## src/rtl/tail_light_sequencer.sv

```systemverilog
// Rear-lamp sequencer: prioritised hazard/turn arbitration, prescaled three-step
// turn sweep and hazard blink, with a brake overlay on registered lamp outputs.
module tail_light_sequencer #(
  parameter int TICK_DIV = 4
) (
  input  logic clk_i,
  input  logic reset_i,
  input  logic left_req_i,
  input  logic right_req_i,
  input  logic hazard_req_i,
  input  logic brake_i,
  output logic la_o,
  output logic lb_o,
  output logic lc_o,
  output logic ra_o,
  output logic rb_o,
  output logic rc_o,
  output logic busy_o,
  output logic step_o
);

  typedef enum logic [3:0] {
    IDLE, L1, L2, L3, R1, R2, R3, HZ_ON, HZ_OFF
  } state_t;

  localparam logic [7:0] LastCnt = 8'(TICK_DIV - 1);

  state_t      state_q, state_d;
  logic [7:0]  cnt_q, cnt_d;
  logic [5:0]  lamps_q, lamps_d;
  logic        tick;
  logic        in_turn;

  // Lamp order is {la, lb, lc, ra, rb, rc}; brake lights the side not in use.
  function automatic logic [5:0] pattern(input state_t s, input logic brake);
    logic [5:0] p;
    p = 6'b000000;
    unique case (s)
      IDLE:    p = brake ? 6'b111111 : 6'b000000;
      L1:      p = brake ? 6'b100111 : 6'b100000;
      L2:      p = brake ? 6'b110111 : 6'b110000;
      L3:      p = brake ? 6'b111111 : 6'b111000;
      R1:      p = brake ? 6'b111100 : 6'b000100;
      R2:      p = brake ? 6'b111110 : 6'b000110;
      R3:      p = brake ? 6'b111111 : 6'b000111;
      HZ_ON:   p = 6'b111111;
      HZ_OFF:  p = 6'b000000;
      default: p = 6'b000000;
    endcase
    return p;
  endfunction

  assign tick    = (state_q != IDLE) && (cnt_q == LastCnt);
  assign in_turn = (state_q == L1) || (state_q == L2) || (state_q == L3) ||
                   (state_q == R1) || (state_q == R2) || (state_q == R3);

  always_comb begin
    state_d = state_q;
    cnt_d   = 8'd0;
    if (state_q != IDLE && !tick) begin
      cnt_d = 8'(cnt_q + 8'd1);
    end
    unique case (state_q)
      IDLE: begin
        if (hazard_req_i || (left_req_i && right_req_i)) state_d = HZ_ON;
        else if (left_req_i)                             state_d = L1;
        else if (right_req_i)                            state_d = R1;
      end
      L1:     if (tick) state_d = L2;
      L2:     if (tick) state_d = L3;
      L3:     if (tick) state_d = IDLE;
      R1:     if (tick) state_d = R2;
      R2:     if (tick) state_d = R3;
      R3:     if (tick) state_d = IDLE;
      HZ_ON:  if (tick) state_d = HZ_OFF;
      HZ_OFF: if (tick) state_d = hazard_req_i ? HZ_ON : IDLE;
      default: state_d = IDLE;
    endcase
    // Hazard preempts any sweep immediately and restarts the blink timing.
    if (in_turn && hazard_req_i) begin
      state_d = HZ_ON;
      cnt_d   = 8'd0;
    end
    lamps_d = pattern(state_d, brake_i);
  end

  always_ff @(posedge clk_i) begin
    if (reset_i) begin
      state_q <= IDLE;
      cnt_q   <= 8'd0;
      lamps_q <= 6'b000000;
    end else begin
      state_q <= state_d;
      cnt_q   <= cnt_d;
      lamps_q <= lamps_d;
    end
  end

  assign {la_o, lb_o, lc_o, ra_o, rb_o, rc_o} = lamps_q;
  assign busy_o = (state_q != IDLE);
  assign step_o = tick;

endmodule

```

## config.mk

```make
export PLATFORM = sky130hd
export DESIGN_NAME = tail_light_sequencer
export DESIGN_NICKNAME = d
export VERILOG_FILES = /design/src/rtl/tail_light_sequencer.sv
export SDC_FILE = /design/constraint.sdc
export NUM_CORES = 1
export LEC_CHECK = 0
export BUFFER_PORTS_ARGS = -buffer_cell sky130_fd_sc_hd__buf_2
export CAP_MARGIN = 20
export CORE_UTILIZATION = 45
export DETAILED_ROUTE_END_ITERATION = 16
export GPL_ROUTABILITY_DRIVEN = 0
export PLACE_DENSITY = 0.65
export SYNTH_ARGS = -nofsm -noshare
export SYNTH_HDL_FRONTEND = slang
export SYNTH_SLANG_ARGS = --single-unit
```

## constraint.sdc

```tcl
create_clock -name clk_i -period 1.9 [get_ports clk_i]
set_clock_uncertainty 0.1 [all_clocks]
set_input_delay 0.095 -clock clk_i [delete_from_list [all_inputs] [get_ports clk_i]]
set_output_delay 0.095 -clock clk_i [all_outputs]
set_load 0.02 [all_outputs]
```

==> results of run 1 <==
## cells in the final DEF (no fill, tap or decap), types with 3 or more instances in the layout
cell | synthesis | final
inv_1 | 3 | 3
a21oi_1 | 10 | 10
nand3_1 | 7 | 7
nor2_1 | 13 | 12
nand2_1 | 3 | 3
buf_2 | 3 | 13
buf_4 | 0 | 16
xor2_1 | 4 | 4
nor3_1 | 3 | 3
dfxtp_1 | 18 | 16
clkbuf_4 | 0 | 3
## registers in the layout, indices dropped and copies added (netlist names)
register / flops
state_q: 4
lamps_q: 6
cnt_q: 8
## power breakdown
group	internal, W	leakage (nW)	total, W	switching, W
Clock	0.000117	0.0210	0.000231	0.000114
Sequential	0.000409	0.149	0.000436	0.0000266
Combinational	0.000134	0.345	0.000312	0.000178
## critical path, stage by stage (launching register included)
cell	delay [ns]
dfxtp_1	0.34
ha_1	0.21
and3_2	0.23
buf_4	0.17
o31a_2	0.38
maj3_2	0.33
a21oi_2	0.12
## metrics by stage
step	hold WS (ns)	instance area (um^2)	setup WS [ns]	TNS [ns]
floorplan	0.0641	963	0.105	0
global placement	0.235	1140	-0.0226	-0.0305
detailed placement	0.239	1140	-0.0504	-0.104
CTS	0.0380	1190	-0.0341	-0.0871
global route	0.0536	1230	-0.161	-0.554
finish	0.0499	1230	-0.0504	-0.113
## synth_stat cells, types with 2 or more instances
cell type / count
xor2_1: 4
a41oi_1: 2
nand3_1: 7
dfxtp_1: 18
and3_1: 3
inv_1: 3
xnor2_1: 2
nand2_1: 3
a21oi_1: 10
nand2b_1: 3
or2_2: 2
buf_2: 3
nor2_1: 13
nor3_1: 3
nor2b_1: 2
## logic make-up after synthesis
family / after synthesis
xor gates and xnor gates: 6
buffers and inverters: 8
DFF: 18
muxes: 1
and+or+nand+nor: 44
adders and majority gates: 2
AOI/OAI and AO/OA: 26
## worst max path at each step
stage	end	start	cells after the start
final	lamps_q[5]$_SDFF_PP0_	cnt_q[0]$_SDFF_PP0_	6
after global routing	lamps_q[4]$_SDFF_PP0_	cnt_q[5]$_SDFF_PP0_	6
after CTS	lamps_q[5]$_SDFF_PP0_	cnt_q[0]$_SDFF_PP0_	6
after detailed placement	lamps_q[1]$_SDFF_PP0_	cnt_q[0]$_SDFF_PP0_	7
after global placement	lamps_q[5]$_SDFF_PP0_	cnt_q[0]$_SDFF_PP0_	6
after floorplan	lamps_q[5]$_SDFF_PP0_	cnt_q[0]$_SDFF_PP0_	6
## final cells by class
type | instances | share of cell area (%)
multi-input cells | 79 | 48.2
flip-flops and latches | 18 | 29.4
repair buffers | 30 | 15.8
clock buffers | 4 | 2.94
well taps | 27 | 2.74
inverters | 3 | 0.913
## layer usage
layer | GRT usage, % | vias up | wire length (um)
li1 | - | 442 | -
met1 | 27.8 | 409 | 1000
met2 | 29.1 | 12 | 1040
met3 | 2.22 | 2 | 62
met4 | 6.67 | 0 | 14
met5 | 0 | - | 0
## what timing repair did
action | in CTS | in global routing
hold buffers | 1 | 0
hold endpoints to repair | 3 | 0
endpoints found under the setup margin | 4 | 7
buffers inserted | 1 | 1
gates resized for setup | 1 | 8
pin swaps | 2 | 5
==> qor.yml, run 1 <==
area_delta_synth_final_pct: 28.1
violations: "negative setup slack"
synth_xor_area_share_pct: 5.45
initial_core_util_pct: 48.6
root_buffer: "clkbuf_4"
reg2reg_slack_ns: -0.05
wl_per_cell_um: 13.2
tightest_slew_ns: 0.384
dr.pass1.iters: 4
arrival_ns: 2.08
worstHoldStart: "brake_i"
finalSetupViolCount: 3
async_flop_share_pct: 0
finalCritPeriodShare_pct: 103
num-nets-final: 142
synthSimpleGateAreaFrac_pct: 26.2
max_freq_mhz: 513
hold_path.class: "in -> reg"
cts_htree_levels: 1
multiInputGateArea_um2: 594
synth-edff-count: 0
place_inst: 154
drtIter0Drc: 13
core_region_area_um2: 1980
postLayoutCoreUtil_pct: 62.2
avgSynthCellArea_um2: 9.18
synth_top_area_share_pct: 37.4
synth_fa_ha_area_share_pct: 2.47
slew_headroom_pct: 74.4
numCtsBuffers: 3
r2r-end: "lamps_q[5]$_SDFF_PP0_"
clk_path_buf_depth: 2
layout-drive-gt1-share_pct: 41.0
p_total_w: 0.000979
regArea_um2: 363
cts_tree: "yes"
crit_required_ns: 2.03
syn_nets: 112
fin_ws_ns: -0.0504
fin_cells: 161
finalHoldViolCount: 0
wirelength_um: 2120
endpoint_kind: "flip-flop"
synth_ff_type: "dfxtp_1"
grt_pass1_vias: 700
grt_antenna_before_repair: 0
netlist_top_cells_area: "dfxtp_1, a21oi_1, nor2_1"
antenna_cells: 0
crit_type: "reg -> reg"
synth_cells: 105
period_minus_slack_ns: 1.95
path_max_fanout: 6
clk_pin_slew_ns: 0.10
io_pins: 14
rsz0062_at_grt: "true"
vias_per_cell: 5.37
r2r_cells: 6
synth-seq-cells: 18
synth-compound-area-share_pct: 23.1
p_leak_nw: 0.515
outcome: "complete, but fails checks"
nFillCells: 180
place.port_buffers: 13
synthMuxAreaShare_pct: 1.04
clock_sinks: 18
yosys.area.top_type: "dfxtp_1"
die_y_um: 48.3
ir_drop_uv: 508
track_usage_pct: 19.1
grt_max_degree: 11
hpwl_um: 1560
seq_area_frac_synth_pct: 37.4
fp.dieArea_um2: 2330
synth_top_family_by_area: "simple AND/OR/NAND/NOR gates"
yosysWarnings: 0
num_vias: 865
grt_pass1_wl_um: 3090
cp-start-kind: "flip-flop"
min_to: "lamps_q[3]$_SDFF_PP0_"
final_max_slew_viol_count: 0
syn-cell-area_um2: 963
ant_nets: 0
drc: 0
grt-ovfl-total: 0
power_density_nw_per_um2: 793
r2r_start: "cnt_q[0]$_SDFF_PP0_"
min_path_cells: 3
ys_types: 42
maxCapViolCount: 0
num_rows: 16
fp.dieW_um: 48.3
clock_latency_ns: 0.28
No activity file was read; power rests on OpenSTA's default activity.
==> inputs of run 2 (changes only) <==
- CORE_UTILIZATION: 45 -> 54
- PLACE_DENSITY: 0.65 -> 0.73
- clock period: 1.9 -> 2.2 ns (I/O delays scaled with it)
==> run 2 against run 1 <==
Compared with the run above:
- the run now ends clean
- via count is 9.2% lower
- setup slack improved by 0.28 ns
- die area shrank 16%
- total power down 17%
- combinational power shrank 24%
- final cell count fell by 11%
- final area down 12%
- flip-flop and latch count did not move
- critical path depth stayed put
- maximum frequency decreased by 1.2%
- count of clock-buffer cells in the layout did not move
- sequential share of layout area grew 3.6 points
==> qor.yml, run 2 (same netlist as run 1, synthesis figures left out) <==
outcome: "finished clean"
place.port_buffers: 13  # unchanged
period_minus_slack_ns: 1.97  # +0.0232 ns
hold_path.class: "in -> reg"
ir_drop_uv: 554  # +9.2%
wl_per_cell_um: 12.8  # -3.2%
internal_power_w: 0.000554  # -16%
clockPowerShare_pct: 24.4  # +0.8 points
num_rows: 14  # -2
swShare_pct: 32.2  # -0.34 points
drtIter0Drc: 25  # +12
wirelength_um: 1840  # -13%
finalCritPeriodShare_pct: 89.7  # -13 points
max_freq_mhz: 507  # -1.2%
antenna_cells: 0  # unchanged
drc: 0  # unchanged
fp.dieW_um: 44.2  # -8.3%
grt_max_degree: 12  # +1
core_region_area_um2: 1590  # -20%
fin_cells: 144  # -11%
crit_type: "reg -> reg"
place_inst: 139  # -9.7%
cp-start-kind: "flip-flop"
area_delta_synth_final_pct: 13.2
numCtsBuffers: 3  # unchanged
r2r-end: "lamps_q[5]$_SDFF_PP0_"
slew_headroom_pct: 69.3  # -5.2 points
nFillCells: 137  # -24%
p_leak_nw: 0.435  # -16%
r2r_start: "cnt_q[3]$_SDFF_PP0_"
reg_top3: "cnt_q (8), lamps_q (6), state_q (4)"
track_usage_pct: 21.2  # +2.1 points
rsz0062_at_grt: "false"
grt-ovfl-total: 0  # unchanged
tightest_slew_ns: 0.460  # +0.0769 ns
crit_chain: "nor4_4 -> and3_2 -> o21ai_1 -> o31a_2 -> maj3_2 -> a21oi_2"
num-nets-final: 128  # -9.9%
vias_per_cell: 5.45  # +1.5%
cts_htree_levels: 1  # unchanged
reg2reg_slack_ns: 0.23  # +0.28 ns
power.switching_w: 0.000263  # -17%
crit_path_top_delay_cell: "dfxtp_1"
power_frac_seq_pct: 46.5  # +2.0 points
power_density_nw_per_um2: 749  # -5.6%
initial_core_util_pct: 60.4  # +12 points
worstHoldStart: "brake_i"
largest_register_ffs: 8  # unchanged
endpoint_kind: "flip-flop"
post-cts-setup-buffers: 0  # -1
finalHoldViolCount: 0  # unchanged
fin_setup_tns_ns: 0  # +0.113 ns
fp.dieArea_um2: 1960  # -16%
path_buf_inv: 0  # -1
layout-drive-gt1-share_pct: 28.3  # -13 points
wl_met1_um: 951  # -5.2%
clk_path_buf_depth: 2  # unchanged
finalSetupViolCount: 0  # -3
final_cell_mix: "dfxtp_1, nor2_1, buf_2"
maxCapViolCount: 0  # unchanged
path_max_fanout: 8  # +2
num_vias: 785  # -9.2%
crit_required_ns: 2.34  # +0.31 ns
root_buffer: "clkbuf_4"
io_pins: 14  # unchanged
final_max_slew_viol_count: 0  # unchanged
clock_latency_ns: 0.29  # about the same
p_total_w: 0.000817  # -17%
clk_pin_slew_ns: 0.10  # about the same
slowest_delay_ns: 0.38  # about the same
maxUsedRoutingLayer: "met4"
critPathTopFamily: "simple AND/OR/NAND/NOR gates"
grt_pass1_vias: 668  # -4.6%
dr.pass1.iters: 4  # unchanged
die_y_um: 44.2  # -8.3%
ant_nets: 0  # unchanged
grt_antenna_before_repair: 0  # unchanged
final_common_cell: "dfxtp_1"
cts_tree: "yes"
pwr-share-comb_pct: 29.1  # -2.8 points
arrival_ns: 2.11  # +0.03 ns
grt_pass1_wl_um: 3050  # -1.4%
hpwl_um: 1410  # -9.6%
wl_met3_um: 118  # +90%
clock_sinks: 18  # unchanged
dr_wl_met2_um: 750  # -28%
r2r_cells: 6  # unchanged
min_to: "lamps_q[5]$_SDFF_PP0_"
regMostFlops: "cnt_q"
min_path_cells: 3  # unchanged
run 2: through the flow:
| step | utilization (%) | hold WS [ns] | area [um^2] | setup WS [ns] |
|---|---|---|---|---|
| 2_1_floorplan | - | 0.0791 | 963 | 0.405 |
| 3_3_place_gp | 65.5 | 0.235 | 1040 | 0.198 |
| 3_5_place_dp | 65.5 | 0.234 | 1040 | 0.128 |
| 4_1_cts | 68.4 | 0.0429 | 1090 | 0.0971 |
| 5_1_grt | 68.4 | 0.0514 | 1090 | 0.0843 |
| 6_report | 68.4 | 0.0472 | 1090 | 0.226 |
run 2: per-layer routing:
layer	track usage, %	up-vias
met3	6.12	2
li1	-	412
met4	3.64	0
met5	0	-
met1	32.7	349
met2	29.7	22
run 2: how the worst max path moves through the flow:
| stage | depth (start not counted) | from | to |
|---|---|---|---|
| final | 6 | cnt_q[3]$_SDFF_PP0_ | lamps_q[5]$_SDFF_PP0_ |
| after global routing | 6 | cnt_q[3]$_SDFF_PP0_ | lamps_q[4]$_SDFF_PP0_ |
| after CTS | 6 | cnt_q[3]$_SDFF_PP0_ | lamps_q[5]$_SDFF_PP0_ |
| after detailed placement | 6 | cnt_q[3]$_SDFF_PP0_ | lamps_q[5]$_SDFF_PP0_ |
| after global placement | 6 | cnt_q[3]$_SDFF_PP0_ | lamps_q[5]$_SDFF_PP0_ |
| after floorplan | 6 | cnt_q[0]$_SDFF_PP0_ | lamps_q[5]$_SDFF_PP0_ |
run 2: power groups by stage:
stage | logic (W) | clock network [W] | registers [W]
after floorplan | 0.000175 | 0 | 0.000388
after global placement | 0.000232 | 0 | 0.000387
after detailed placement | 0.000236 | 0 | 0.000387
after CTS | 0.000239 | 0.000206 | 0.000380
after global routing | 0.000260 | 0.000216 | 0.000383
final | 0.000238 | 0.000200 | 0.000380
run 2: layout make-up:
class / instances / area, um^2 / share of cell area [%]
inverter: 3 / 11.3 / 1.03
timing repair buffer: 16 / 90.1 / 8.26
clock buffer: 4 / 36.3 / 3.33
multi-input combinational: 79 / 563 / 51.6
tap: 24 / 30.0 / 2.75
sequential: 18 / 360 / 33.0
run 2: what timing repair did:
item	4_1_cts	5_1_grt
endpoints found under the setup margin	0	2
resized for setup	0	1
endpoints found under the hold margin	3	0
hold buffers	1	0
run 2: tightest hold or removal path, cell delays in order:
cell	delay, ns
buf_2	0.11
nor2b_1	0.09
a21oi_2	0.11
==> inputs of run 3 (changes only) <==
- RECOVER_POWER: default -> 50
==> run 3 against run 2 <==
Compared with the run above:
- critical path depth stayed put
- critical path type unchanged
- count of clock-buffer cells in the layout stayed put
- sequential share of layout area is 0.54 points higher
- highest routed layer unchanged
- register-to-register slack hardly changed
- final area is 1.6% lower
- critical endpoint unchanged
- largest power group unchanged
- worst hold slack better by 0.0078 ns
- combinational power is 3% lower
==> qor.yml, run 3 (same netlist as run 1, synthesis figures left out) <==
antenna_cells: 0  # unchanged
track_usage_pct: 21.2  # unchanged
dpl_worst_slack_ns: 0.128  # unchanged
vias_per_cell: 5.58  # +2.3%
final_common_cell: "dfxtp_1"
path_max_fanout: 8  # unchanged
grt_max_degree: 12  # unchanged
cts_tree: "yes"
wirelength_um: 1830  # -0.16%
clock_sinks: 18  # unchanged
rsz0062_at_grt: "false"
maxCapViolCount: 0  # unchanged
nFillCells: 139  # +1.5%
p_leak_nw: 0.411  # -5.5%
arrival_ns: 2.10  # about the same
hpwl_um: 1410  # unchanged
initial_core_util_pct: 60.4  # unchanged
finalHoldViolCount: 0  # unchanged
grt-ovfl-total: 0  # unchanged
dr.pass1.iters: 4  # unchanged
fp.dieW_um: 44.2  # unchanged
area_delta_synth_final_pct: 11.4
fp.dieArea_um2: 1960  # unchanged
crit_required_ns: 2.33  # about the same
drtIter0Drc: 26  # +4.0%
largest_register_ffs: 8  # unchanged
finalCritPeriodShare_pct: 89.5  # -0.21 points
num_rows: 14  # unchanged
drc: 0  # unchanged
root_buffer: "clkbuf_4"
cts_htree_levels: 1  # unchanged
endpoint_kind: "flip-flop"
outcome: "finished clean"
reg_top3: "cnt_q (8), lamps_q (6), state_q (4)"
ant_nets: 0  # unchanged
wl_per_cell_um: 12.7  # -0.16%
slew_headroom_pct: 70.1  # +0.83 points
period_minus_slack_ns: 1.97  # -0.00459 ns
numCtsBuffers: 3  # unchanged
max_freq_mhz: 508  # +0.23%
ir_drop_uv: 551  # -0.55%
core_region_area_um2: 1590  # unchanged
final_max_slew_viol_count: 0  # unchanged
r2r_cells: 6  # unchanged
clk_pin_slew_ns: 0.10  # about the same
hold_path.class: "in -> reg"
layout-drive-gt1-share_pct: 21.7  # -6.7 points
grt_antenna_before_repair: 0  # unchanged
grt_pass1_vias: 668  # unchanged
place.port_buffers: 13  # unchanged
finalSetupViolCount: 0  # unchanged
min_path_cells: 3  # unchanged
clk_path_buf_depth: 2  # unchanged
clock_latency_ns: 0.29  # about the same
io_pins: 14  # unchanged
die_y_um: 44.2  # unchanged
tightest_slew_ns: 0.448  # -0.0125 ns
grt_pass1_wl_um: 3050  # unchanged
num-nets-final: 128  # unchanged
regMostFlops: "cnt_q"
crit_type: "reg -> reg"
num_vias: 803  # +2.3%
final_cell_mix: "dfxtp_1, nor2_1, a21oi_1"
fin_ws_ns: 0.231  # +0.00459 ns
power_density_nw_per_um2: 753  # +0.52%
fin_setup_tns_ns: 0  # unchanged
cp-start-kind: "flip-flop"
-- run 3: final timing paths --
| kind | slack, ns | end | startpoint |
|---|---|---|---|
| worst max-delay path | 0.23 | lamps_q[5]$_SDFF_PP0_ | cnt_q[3]$_SDFF_PP0_ |
| worst min-delay path | 0.06 | lamps_q[3]$_SDFF_PP0_ | brake_i |
| worst max register to register | 0.23 | lamps_q[5]$_SDFF_PP0_ | cnt_q[3]$_SDFF_PP0_ |
| worst min register to register | 0.35 | cnt_q[0]$_SDFF_PP0_ | cnt_q[0]$_SDFF_PP0_ |
-- run 3: critical path: stages, from the launching register on --
cell and delay, ns:
dfxtp_1 0.38, nor4_4 0.33, and3_2 0.37, o21ai_1 0.14, o31a_2 0.17, maj3_2 0.31, a21oi_2 0.12
-- run 3: cell type report --
| type | instances | area, um^2 | area share, % |
|---|---|---|---|
| inverters | 3 | 11.3 | 1.05 |
| well taps | 24 | 30.0 | 2.80 |
| repair buffers | 16 | 78.8 | 7.34 |
| flip-flops and latches | 18 | 360 | 33.6 |
| clock buffers | 4 | 36.3 | 3.38 |
| multi-input cells | 79 | 557 | 51.9 |
-- run 3: stage by stage --
stage	instance area, um^2	std cells	hold slack, ns	util [%]	total power [W]
floorplan	963	105	0.0791	-	0.000563
global placement	1040	139	0.235	65.5	0.000618
detailed placement	1040	139	0.234	65.5	0.000623
CTS	1090	144	0.0429	68.4	0.000824
global route	1070	144	0.0514	67.3	0.000850
finish	1070	144	0.0551	67.3	0.000808
-- run 3: power by group --
group,total [W],switching (W),internal (W)
clock network,0.000199,0.0000982,0.000101
logic,0.000230,0.000139,0.0000913
registers,0.000379,0.0000253,0.000353
-- run 3: timing repair --
item                                    CTS  global route
endpoints found under the hold margin     3             0
hold buffers                              1             0
setup buffers                             0             0
endpoints found under the setup margin    0             2
gates resized for setup                   0             1
-- run 3: per-layer routing --
| layer | vias up | wire [um] | track usage, % |
|---|---|---|---|
| met3 | 2 | 121 | 6.12 |
| met5 | - | 0 | 0 |
| li1 | 411 | - | - |
| met4 | 0 | 13 | 3.64 |
| met1 | 360 | 951 | 32.7 |
| met2 | 30 | 747 | 29.7 |
